$ cat src/rtl/if_stage_pkg.sv
// Shared fetch-path constants: bus widths, zero/NOP words, reset level.
package if_stage_pkg;

  localparam int unsigned INST_ADDR_W = 32;
  localparam int unsigned INST_W      = 32;
  localparam int unsigned ENTRY_W     = INST_ADDR_W + INST_W;

  localparam logic [INST_ADDR_W-1:0] ZERO_WORD  = '0;
  localparam logic [INST_W-1:0]      NOP_WORD   = '0;
  localparam logic                   RST_ENABLE = 1'b1;

endpackage

$ cat src/rtl/if_fifo.sv
// Instruction buffer: DEPTH-entry synchronous FIFO of {pc, inst} pairs.
// clear wins over push; the caller never pops when empty or pushes when full.
module if_fifo
  import if_stage_pkg::*;
#(
  parameter int unsigned DEPTH = 2,
  localparam int unsigned AW   = (DEPTH > 1) ? $clog2(DEPTH) : 1,
  localparam int unsigned CW   = $clog2(DEPTH + 1)
) (
  input  logic               clk,
  input  logic               rst,
  input  logic               clear_i,
  input  logic               push_i,
  input  logic [ENTRY_W-1:0] data_i,
  input  logic               pop_i,
  output logic [CW-1:0]      count_o,
  output logic [ENTRY_W-1:0] head_o
);

  logic [ENTRY_W-1:0] mem_q [DEPTH];
  logic [AW-1:0]      wr_ptr_q;
  logic [AW-1:0]      rd_ptr_q;
  logic [CW-1:0]      count_q;

  // Pointer and occupancy bookkeeping.
  always_ff @(posedge clk) begin
    if (rst == RST_ENABLE || clear_i) begin
      wr_ptr_q <= '0;
      rd_ptr_q <= '0;
      count_q  <= '0;
    end else begin
      if (push_i) wr_ptr_q <= wr_ptr_q + AW'(1);
      if (pop_i)  rd_ptr_q <= rd_ptr_q + AW'(1);
      count_q <= count_q + CW'(push_i) - CW'(pop_i);
    end
  end

  // Entry storage; contents are don't-care until counted valid.
  always_ff @(posedge clk) begin
    if (push_i && !clear_i) mem_q[wr_ptr_q] <= data_i;
  end

  assign count_o = count_q;
  assign head_o  = mem_q[rd_ptr_q];

endmodule

$ cat src/rtl/if_stage.sv
// MIPS instruction-fetch stage: PC, single-outstanding imem fetch FSM,
// instruction buffer, and stall/redirect handling toward decode.
module if_stage
  import if_stage_pkg::*;
#(
  parameter logic [INST_ADDR_W-1:0] RESET_PC = 32'h0000_0000,
  parameter int unsigned            DEPTH    = 2
) (
  input  logic                   clk,
  input  logic                   rst,
  output logic                   imem_req_o,
  output logic [INST_ADDR_W-1:0] imem_addr_o,
  input  logic                   imem_rvalid_i,
  input  logic [INST_W-1:0]      imem_rdata_i,
  input  logic                   stall_i,
  input  logic                   redirect_i,
  input  logic [INST_ADDR_W-1:0] redirect_pc_i,
  output logic                   valid_o,
  output logic [INST_ADDR_W-1:0] pc_o,
  output logic [INST_W-1:0]      inst_o
);

  localparam int unsigned CW = $clog2(DEPTH + 1);

  typedef enum logic {
    S_IDLE,
    S_WAIT
  } state_e;

  state_e                 state_q;
  logic [INST_ADDR_W-1:0] fetch_pc_q;
  logic [INST_ADDR_W-1:0] req_addr_q;
  logic                   drop_q;

  logic [CW-1:0]          count;
  logic [ENTRY_W-1:0]     head;
  logic                   in_rst;
  logic                   buf_valid;
  logic                   push;
  logic                   pop;
  logic [CW:0]            occ_d;
  logic                   issue;
  logic [INST_ADDR_W-1:0] redirect_tgt;

  assign in_rst       = (rst == RST_ENABLE);
  assign buf_valid    = (count != '0);
  assign redirect_tgt = redirect_pc_i & 32'hFFFF_FFFC;

  // Buffer handshakes and the occupancy the buffer will have after this edge.
  always_comb begin
    push  = imem_rvalid_i && (state_q == S_WAIT) && !drop_q && !redirect_i;
    pop   = buf_valid && !stall_i && !redirect_i;
    occ_d = (CW+1)'(count) + (CW+1)'(push) - (CW+1)'(pop);
  end

  // A new request may launch when idle or as the outstanding one returns.
  // A dropped request still waiting blocks issue implicitly: WAIT without
  // rvalid never satisfies the launch condition.
  always_comb begin
    issue = !in_rst && !redirect_i && (occ_d < (CW+1)'(DEPTH)) &&
            ((state_q == S_IDLE) || (state_q == S_WAIT && imem_rvalid_i));
  end

  // Fetch FSM, PC and drop flag.
  always_ff @(posedge clk) begin
    if (in_rst) begin
      state_q    <= S_IDLE;
      fetch_pc_q <= RESET_PC;
      req_addr_q <= ZERO_WORD;
      drop_q     <= 1'b0;
    end else if (redirect_i) begin
      fetch_pc_q <= redirect_tgt;
      if (state_q == S_WAIT) begin
        if (imem_rvalid_i) begin
          state_q <= S_IDLE;
          drop_q  <= 1'b0;
        end else begin
          drop_q  <= 1'b1;
        end
      end
    end else if (issue) begin
      state_q    <= S_WAIT;
      fetch_pc_q <= fetch_pc_q + 32'd4;
      req_addr_q <= fetch_pc_q;
      drop_q     <= 1'b0;
    end else if (state_q == S_WAIT && imem_rvalid_i) begin
      state_q <= S_IDLE;
      drop_q  <= 1'b0;
    end
  end

  if_fifo #(
    .DEPTH (DEPTH)
  ) u_fifo (
    .clk     (clk),
    .rst     (rst),
    .clear_i (redirect_i),
    .push_i  (push),
    .data_i  ({req_addr_q, imem_rdata_i}),
    .pop_i   (pop),
    .count_o (count),
    .head_o  (head)
  );

  assign imem_req_o  = issue;
  assign imem_addr_o = fetch_pc_q;
  assign valid_o     = buf_valid && !in_rst;
  assign pc_o        = valid_o ? head[ENTRY_W-1:INST_W] : ZERO_WORD;
  assign inst_o      = valid_o ? head[INST_W-1:0]       : NOP_WORD;

endmodule

$ cat config.mk
export PLATFORM = sky130hd
export DESIGN_NAME = if_stage
export DESIGN_NICKNAME = d
export VERILOG_FILES = /design/src/rtl/if_stage_pkg.sv /design/src/rtl/if_fifo.sv /design/src/rtl/if_stage.sv
export SDC_FILE = /design/constraint.sdc
export NUM_CORES = 1
export LEC_CHECK = 0
export CAP_MARGIN = 40
export CORE_AREA = 2 2 126 128
export DETAILED_ROUTE_END_ITERATION = 6
export DIE_AREA = 0 0 128 130
export PLACE_DENSITY = 0.91
export SLEW_MARGIN = 10
export SYNTH_ARGS = -nofsm -noshare
export SYNTH_HDL_FRONTEND = slang
export SYNTH_SLANG_ARGS = --single-unit
$ cat constraint.sdc
create_clock -name clk -period 6.3 [get_ports clk]
set_clock_uncertainty 0.15 [all_clocks]
set_input_delay 0.63 -clock clk [delete_from_list [all_inputs] [get_ports clk]]
set_output_delay 0.63 -clock clk [all_outputs]
set_load 0.005 [all_outputs]
Word level (Yosys, flattened, before mapping):

Memories as Yosys holds them, arrays and structs flattened. A register that Yosys moved wholly into a read port is not among the register bits.
Cells that the tools add are included.

* add/subtract/negate cells: 7
* $lt $le $gt $ge: 1
* equal/unequal tests: 1
* mux-type cells: 16
* bitwise operators: 2
* reductions and logical operators: 22

Operator list (count)
* two-way mux 32 bit: 4
* adder 32 x 3 -> 32 bit (second input constant): 1
* two-way mux 1 bit: 12
* logical AND 1 bit: 10
* logical NOT 1 bit: 4
* AND reduction 2 bit: 2
* nonzero test 2 bit: 2
* adder 2 x 1 -> 3 bit: 1
* less-than comparator 3 x 2 -> 1 bit (second input constant): 1
* nonzero test 3 bit: 1
* subtractor 3 x 1 -> 3 bit: 1
* adder 1 bit (second input constant): 2
* adder 2 x 1 -> 2 bit: 1
* logical OR 1 bit: 2
* inequality test 2 x 1 -> 1 bit (second input constant): 1
* NOT 1 bit: 2
* OR reduction 2 bit: 1
* subtractor 2 x 1 -> 2 bit: 1

* register bits: 70
* bits in writable memories: 128
* bits of input ports: 69
* output and inout port bits: 98
* word-level logic and storage cells: 58
* memories: 1

Memories
* u_fifo.mem_q: depth 2, bits a word 64, read ports 1, clocked after memory_dff 1, wr ports 1, line if_fifo.sv:20 `logic [ENTRY_W-1:0] mem_q [DEPTH];`

Longest topological paths before layout:

Gate-level depths: netlist (run 1).

* word-level depth: 10
* gate-level depth with buffers: 13
* depth with buffers taken out: 13

Modules after synthesis:

Synthesis (run 1) repeated with hierarchy kept, for this count alone.

* cells, all modules: 672
* area total of the unflattened synthesis: 8589.5 um^2

By module, submodules not included
* if_fifo: instances 1, cells an instance 218, area an instance 5137.4 um^2, sequential area each 3943.8 um^2
* if_stage: instances 1, cells an instance 454, area an instance 3452.1 um^2, sequential area each 1241.2 um^2

Least setup slack after synthesis (run 1):

No wires, ideal clock.

* path type: input to register
* start point: input redirect_i
* end point: memory u_fifo.mem_q[0][0] in the netlist's numbering (enable)
* setup time: 0.490 ns
* data arrival time: 4.130 ns
* data required time: 5.660 ns
* setup slack: 1.530 ns
* cell stages on the path: 3
* path buffers: 1
* cell sequence: clkbuf_1 -> nor4bb_1 -> nor2b_1

* longest elaborated chain between the ends: 5

Ends and longest elaborated chain
* start, declared: line if_stage.sv:16 `input logic redirect_i,`
* logical NOT 1 bit: line if_stage.sv:51 `push = imem_rvalid_i && (state_q == S_WAIT) && !drop_q && !redirect_i;`
* logical AND 1 bit: line if_stage.sv:51
* via push: line if_stage.sv:39 `logic push;`
* logical AND 1 bit: line if_fifo.sv:40 `if (push_i && !clear_i) mem_q[wr_ptr_q] <= data_i;`
* two-way mux 1 bit: line if_fifo.sv:40
* two-way mux 1 bit (implied by the code): line if_fifo.sv:40
* end, declared: line if_fifo.sv:20

The timed path passes the listed nets, and every way through them passes these cells.

Worst setup path after layout (run 1):

* start point: input redirect_i
* end point: output imem_req_o

* elaborated cells on any way between the ends: 9
* classes of those cells: add/sub (2); order compare (1); reduce/logical (6)

RTL lines
* logical NOT 1 bit: line if_stage.sv:52 `pop = buf_valid && !stall_i && !redirect_i;`
* logical AND 1 bit: line if_stage.sv:52
* via pop: line if_stage.sv:40 `logic pop;`
* subtractor 3 x 1 -> 3 bit: line if_stage.sv:53 `occ_d = (CW+1)'(count) + (CW+1)'(push) - (CW+1)'(pop);`
* less-than comparator 3 x 2 -> 1 bit: line if_stage.sv:60 `issue = !in_rst && !redirect_i && (occ_d < (CW+1)'(DEPTH)) &&`
* logical AND 1 bit (2 in a row): line if_stage.sv:60
* end, declared: line if_stage.sv:11 `output logic imem_req_o,`

The timed path passes the listed nets, and every way through them passes these cells.

==> results of run 1 <==
-- synthesized netlist by cell type (all sizes together) (7+ instances only) --
library cell	number
o22ai	8
xor2	27
nor3b	7
dfxtp	67
nor2	90
nand3	14
inv	8
mux2i	62
a211oi	14
edfxtp	124
nand4	15
clkbuf	33
a21oi	45
nand2	81
-- metrics by stage --
| stage | area (um2) | hold slack [ns] | instances | power (mW) |
|---|---|---|---|---|
| detailed placement | 9570 | 0.290 | 973 | 1.58 |
| global route | 10200 | 0.314 | 1005 | 2.73 |
| floorplan | 7710 | 0.275 | 647 | 1.48 |
| finish | 10200 | 0.303 | 1005 | 2.64 |
| CTS | 10200 | 0.305 | 1005 | 2.65 |
| global placement | 9450 | 0.282 | 968 | 1.57 |
-- cell families after synthesis --
group,synth area share
other,0.000487
adders and majority gates,0.00748
muxes,0.0821
DFF,0.658
buffers and inverters,0.0257
xor gates and xnor gates,0.0353
and+or+nand+nor,0.136
AOI/OAI and AO/OA,0.0548
-- cell type report --
class,count,area [um2]
sequential,191,5070
timing repair buffer,173,1770
fill,1107,5250
tap,192,240
clock inverter,14,160
multi-input combinational,408,2450
inverter,9,33.8
clock buffer,18,450
-- metal layers --
metal,GRT usage,up-vias
met5,0,-
met4,0.0808,0
li1,-,2599
met3,0.0414,21
met2,0.339,200
met1,0.262,2558
-- registers in the layout, indices dropped and copies added, names as in the netlist, named ones only --
| name | cells |
|---|---|
| u_fifo.count_o | 2 |
| u_fifo.mem_q | 124 |
| drop_q | 1 |
| imem_addr_o | 30 |
| u_fifo.rd_ptr_q | 1 |
| state_q | 1 |
| u_fifo.wr_ptr_q | 1 |
| req_addr_q | 30 |
-- worst reg2reg max path, cell delays in order (launching register included) --
cell and delay (ns):
dfxtp_1 0.38, nor4bb_1 0.64, ha_1 0.31, fa_1 0.52, nor3_4 0.25, nand2_2 0.05
buf_4 0.27, inv_2 0.11, buf_4 0.31, nand3_1 0.14, or3_1 0.37, a311oi_1 0.26
-- cell usage in the layout (no fill, tap or decap), types with 8 or more instances in the layout --
cell,Yosys,layout
xor2_1,27,27
buf_4,4,8
nand3_1,14,14
nand4_1,15,15
clkbuf_16,0,18
dfxtp_1,67,66
a211oi_1,14,14
edfxtp_1,124,124
clkdlybuf4s50_1,0,159
a21oi_1,45,45
nand2_1,80,80
nor2_1,90,90
mux2i_1,62,62
o22ai_1,8,8
-- power breakdown --
group,leakage (nW),switching (mW),internal [mW]
Sequential,1.77,0.0309,1.36
Combinational,1.29,0.0718,0.0921
Clock,0.303,0.495,0.591
-- worst paths after layout --
| check | slack, ns | depth (start not counted) | endpoint | from |
|---|---|---|---|---|
| worst min-delay path | 0.30 | 0 | u_fifo.mem_q[1][59] | req_addr_q[27] |
| worst max-delay path | 1.41 | 13 | imem_req_o | redirect_i |
| worst min register to register | 0.30 | 0 | u_fifo.mem_q[1][59] | req_addr_q[27] |
| worst max register to register | 2.45 | 11 | imem_addr_o[29] | state_q |
==> reports/qor.log, run 1 <==
qor: worst_setup_path.path_max_fanout 40
qor: yosys.cells_taking_the_most_area_after_synthesis edfxtp_1, dfxtp_1, mux2i_1
qor: clock_tree.ctsRootBufferMaster clkbuf_16
qor: yosys.yosysUniqueCellTypes 41
qor: sta.rsz_0062_raised_after_global_routing no
qor: worst_setup_path.critPathKind in -> out
qor: worst_setup_path.critical_path.max_stage_delay 0.56 ns
qor: yosys.syn-mean-instance-area 11.9 um2
qor: drt.first_iter_violations 402
qor: grt.global_route.usage.total 0.203
qor: worst_setup_path.worst_path_max_delay_cell xnor2_1
qor: drt.dr.pass1.iters 5
qor: layout.layout_area_overhead 32.3%
qor: layout.postLayoutCoreUtil 0.660
qor: grt.gr-total-overflow 0
qor: yosys.ys_warnings 0
qor: sta.clock.fmax 205 MHz
qor: worst_setup_path.critical_path_arrival 4.11 ns
qor: placed_design.place_congestion 0.855
qor: sta.finalCritPeriodShare 0.776
qor: yosys.seq_area_frac_synth 0.658
qor: drt.dr_total_vias 5378
qor: yosys.synth_top_cell_area_share 0.484
qor: yosys.synth_ff_type edfxtp_1
qor: sta.finalHoldViolCount 0
qor: worst_setup_path.critical_path.top_delay_family buffers and inverters
qor: yosys.synthesis.instances 644
qor: drt.drt-total-wl 16500 um
qor: layout.post_route_cells_drive_above_1_share 0.0701
qor: floorplan.full_die_area 16600 um2
qor: placed_design.dpl_worst_slack 1.50 ns
qor: status.run_status finished, final reports clean
qor: layout.nets 873
qor: floorplan.chipHeight 130 um
qor: clock_tree.cts_made_buffers 17
qor: floorplan.die_width 128 um
qor: clock_tree.h-tree-depth 4
qor: floorplan.fp.coreArea 15400 um2
qor: grt.grt_start_max_net_pins 66
qor: grt.number_of_global_route_vias_before_repair 5217
qor: drt.route.layer.met1.wl 7170 um
qor: sta.fin_tns_setup 0 ns
qor: drt.drc 0
qor: sta.worst_rel_slew_slack 0.476
qor: placed_design.hpwlAfterDp 11200 um
qor: worst_setup_path.buffer_and_inverter_count_on_the_worst_path 6
qor: flow_run.max_cap_viols 0
qor: floorplan.floorplan.initialDensity 0.499
qor: clock_tree.clk_pin_slew 0.07 ns
qor: sta.slew_limit_fails 0
qor: drt.dr_wl_met2 8070 um
qor: sta.fin_crit 4.89 ns
qor: power_and_ir_drop.total_leakage_power 3.37 nW
qor: clock_tree.tritoncts built
qor: worst_setup_path.critical_path_rt 5.52 ns
qor: clock_tree.holdBufCountCts 0
qor: worst_setup_path.crit_path_cell_trace clkdlybuf4s50_1, buf_4, nor3_1, ha_1, inv_1, ha_1, fa_1, xnor2_1, nor3_4, nand2_2, buf_4, inv_2, clkdlybuf4s50_1
qor: sta.worstMarginPinSlew 0.775 ns
qor: layout.ant_diodes 0
qor: clock_tree.clock_insertion_delay_worst_skew 0.43 ns
qor: yosys.synth_area 7690 um2
qor: drt.routed_via_density 5.35
qor: grt.grt_pass1_wl 26100 um
qor: power_and_ir_drop.power_density_normalized_to_cell_area 259 nW/um2
qor: yosys.synth_top_area_cell edfxtp_1
qor: power_and_ir_drop.power.ir.vdd_worst 0.000200 V
qor: worst_setup_path.end_kind output port
qor: clock_tree.longest_clk_path_bufs 2
qor: clock_tree.post_cts_resize_count 0
qor: placed_design.place.port_buffers 160
qor: grt.number_of_antenna_violations_at_the_first_check_in_global_routing 0
qor: sta.final_worst_setup_slack 1.41 ns
qor: floorplan.io_pins 167
qor: drt.route.detailed.wl_per_inst 16.4 um
qor: yosys.synth-edff-count 124
qor: yosys.async_flop_share 0
qor: drt.detail-route-antenna-nets 0
qor: worst_hold_path.min_path_type reg -> reg
qor: clock_tree.post_cts_buffers 0
qor: floorplan.rows 46
qor: worst_setup_path.setup.worst_path.start_class primary input
qor: drt.detailroute.wirelength.met3 943 um
qor: sta.timing.final.setup_violations 0
qor: yosys.yosys_register_bits 191
qor: drt.route.top_layer_used met4
qor: clock_tree.cts.sinks 191
No activity file was read; power rests on OpenSTA's default activity.
==> run 2, diff against run 1 <==
==> constraint.sdc (replaced) <==
create_clock -name clk -period 5.1 [get_ports clk]
set_clock_uncertainty 0.15 [all_clocks]
set_input_delay 0.51 -clock clk [delete_from_list [all_inputs] [get_ports clk]]
set_output_delay 0.51 -clock clk [all_outputs]
set_load 0.005 [all_outputs]
==> run 2 against run 1 <==
Sequential share of layout area grew 0.43 points. Flip-flop and latch count is the same. Final area shrank 0.86%. Final cell count shrank 0.20%. Setup slack lost 0.58 ns. Total power grew 21%.
==> reports/qor.log, run 2 (synthesized netlist as in run 1, its figures left out) <==
qor: status.run_status finished, final reports clean
qor: layout.layout_area_overhead 31.1%
qor: power_and_ir_drop.switching_share 0.227
qor: drt.route.detailed.wl_per_inst 16.7 um
qor: grt.grt_pass1_wl 25900 um
qor: drt.drc 0
qor: clock_tree.longest_clk_path_bufs 2
qor: drt.dr.pass1.iters 6
qor: power_and_ir_drop.cell_internal_pwr 2.46 mW
qor: layout.nets 871
qor: floorplan.io_pins 167
qor: floorplan.floorplan.initialDensity 0.499
qor: power_and_ir_drop.total_leakage_power 3.32 nW
qor: layout.mostFrequentLayoutCells clkdlybuf4s50_1, edfxtp_1, nor2_1
qor: grt.number_of_antenna_violations_at_the_first_check_in_global_routing 0
qor: grt.grt_start_max_net_pins 65
qor: clock_tree.post_cts_resize_count 0
qor: layout.multi_input_area 2450 um2
qor: sta.finalCritPeriodShare 0.836
qor: clock_tree.ctsRootBufferMaster clkbuf_16
qor: sta.worstMarginPinSlew 0.831 ns
qor: power_and_ir_drop.power_switching 0.721 mW
qor: layout.most_frequent_standard_cell_in_the_layout_excluding_fill_and_tap_cells clkdlybuf4s50_1
qor: power_and_ir_drop.power_density_normalized_to_cell_area 315 nW/um2
qor: floorplan.rows 46
qor: worst_setup_path.critPathKind in -> out
qor: floorplan.full_die_area 16600 um2
qor: power_and_ir_drop.clock_power_share 0.398
qor: sta.worst_rel_slew_slack 0.446
qor: sta.fin_tns_setup 0 ns
qor: sta.clock.fmax 235 MHz
qor: layout.final-seq-area 5070 um2
qor: layout.postLayoutCoreUtil 0.654
qor: layout.ant_diodes 0
qor: worst_setup_path.path_max_fanout 28
qor: floorplan.fp.coreArea 15400 um2
qor: sta.slew_limit_fails 0
qor: grt.number_of_global_route_vias_before_repair 5060
qor: worst_hold_path.min_path_type reg -> reg
qor: sta.timing.final.setup_violations 0
qor: worst_hold_path.worst_hold_path.num_cells 0
qor: worst_hold_path.worst_hold_startpoint req_addr_q[30]
qor: flow_run.max_cap_viols 0
qor: power_and_ir_drop.power.ir.vdd_worst 0.000240 V
qor: clock_tree.clock_insertion_delay_worst_skew 0.43 ns
qor: layout.n_fill_cell 1100
qor: sta.rsz_0062_raised_after_global_routing no
qor: drt.detail-route-antenna-nets 0
qor: worst_setup_path.reg2reg_slack 1.49 ns
qor: clock_tree.cts.sinks 191
qor: drt.routed_via_density 5.38
qor: sta.fin_crit 4.26 ns
qor: worst_setup_path.critical_path_arrival 3.60 ns
qor: clock_tree.h-tree-depth 4
qor: floorplan.die_width 128 um
qor: placed_design.hpwlAfterDp 11000 um
qor: placed_design.place_congestion 0.861
qor: clock_tree.post_cts_buffers 0
qor: drt.drt-total-wl 16800 um
qor: layout.top_reg_by_flops u_fifo.mem_q
qor: floorplan.chipHeight 130 um
qor: clock_tree.holdBufCountCts 0
qor: drt.first_iter_violations 463
qor: worst_hold_path.min_to u_fifo.mem_q[0][62]
qor: worst_setup_path.crit-reg2reg-launch u_fifo.count_o[1]
qor: power_and_ir_drop.power.sequential.fraction 0.539
qor: worst_setup_path.worst_reg2reg_endpoint imem_addr_o[29]
qor: clock_tree.tritoncts built
qor: placed_design.place.port_buffers 160
qor: layout.largest_reg_flops 124
qor: grt.global_route.usage.total 0.200
qor: drt.dr_total_vias 5392
qor: clock_tree.clk_pin_slew 0.07 ns
qor: power_and_ir_drop.share_comb_of_total_power 0.063
qor: worst_setup_path.rr_worst_depth 13
qor: layout.post_route_cells_drive_above_1_share 0.0666
qor: clock_tree.cts_made_buffers 17
qor: worst_setup_path.critical_path_rt 4.44 ns
qor: sta.finalHoldViolCount 0
qor: grt.gr-total-overflow 0
qor: worst_setup_path.setup.worst_path.start_class primary input
qor: worst_setup_path.end_kind output port
run 2: through the flow:
stage | hold WS, ns | power (mW) | instances | worst slack, ns | instance area, um2
after floorplan | 0.275 | 1.82 | 647 | 0.450 | 7710
after global placement | 0.281 | 1.94 | 968 | 0.905 | 9450
after CTS | 0.309 | 3.20 | 1003 | 0.836 | 10100
after global routing | 0.318 | 3.28 | 1003 | 0.622 | 10100
final | 0.308 | 3.18 | 1003 | 0.837 | 10100
after detailed placement | 0.292 | 1.95 | 971 | 0.797 | 9520
run 2: final cells by class:
| cell class | count | area share |
|---|---|---|
| flip-flops and latches | 191 | 0.502 |
| multi-input cells | 408 | 0.243 |
| repair buffers | 171 | 0.171 |
| clock buffers | 18 | 0.0446 |
| well taps | 192 | 0.0238 |
| clock inverters | 14 | 0.0122 |
| inverters | 9 | 0.00335 |
run 2: how the worst max path moves through the flow:
| stage | from | to | slack, ns |
|---|---|---|---|
| 2_1_floorplan | redirect_i | u_fifo.mem_q[0][0] | 0.45 |
| 6_report | redirect_i | imem_req_o | 0.84 |
| 5_1_grt | redirect_i | imem_req_o | 0.62 |
| 3_3_place_gp | redirect_i | imem_addr_o[29] | 0.90 |
| 3_5_place_dp | redirect_i | imem_addr_o[29] | 0.80 |
| 4_1_cts | redirect_i | imem_req_o | 0.84 |
run 2: layer usage:
layer / global-route usage / routed length [um]
met1: 0.264 / 7250
met2: 0.330 / 8140
met3: 0.0455 / 1060
met4: 0.0679 / 305
met5: 0 / 0
run 2: power by group through the flow:
stage	logic, mW	clock network, mW	registers (mW)
2_1_floorplan	0.0858	0	1.74
3_3_place_gp	0.191	0	1.75
3_5_place_dp	0.200	0	1.75
4_1_cts	0.202	1.28	1.71
5_1_grt	0.220	1.35	1.72
6_report	0.202	1.26	1.71
run 2: worst max-delay path, cell delays in order:
cell	delay, ns
clkdlybuf4s50_1	0.44
buf_4	0.24
nor4bb_1	0.66
ha_1	0.29
fa_1	0.53
nor3_4	0.26
nand2_2	0.08
inv_2	0.06
clkdlybuf4s50_1	0.53
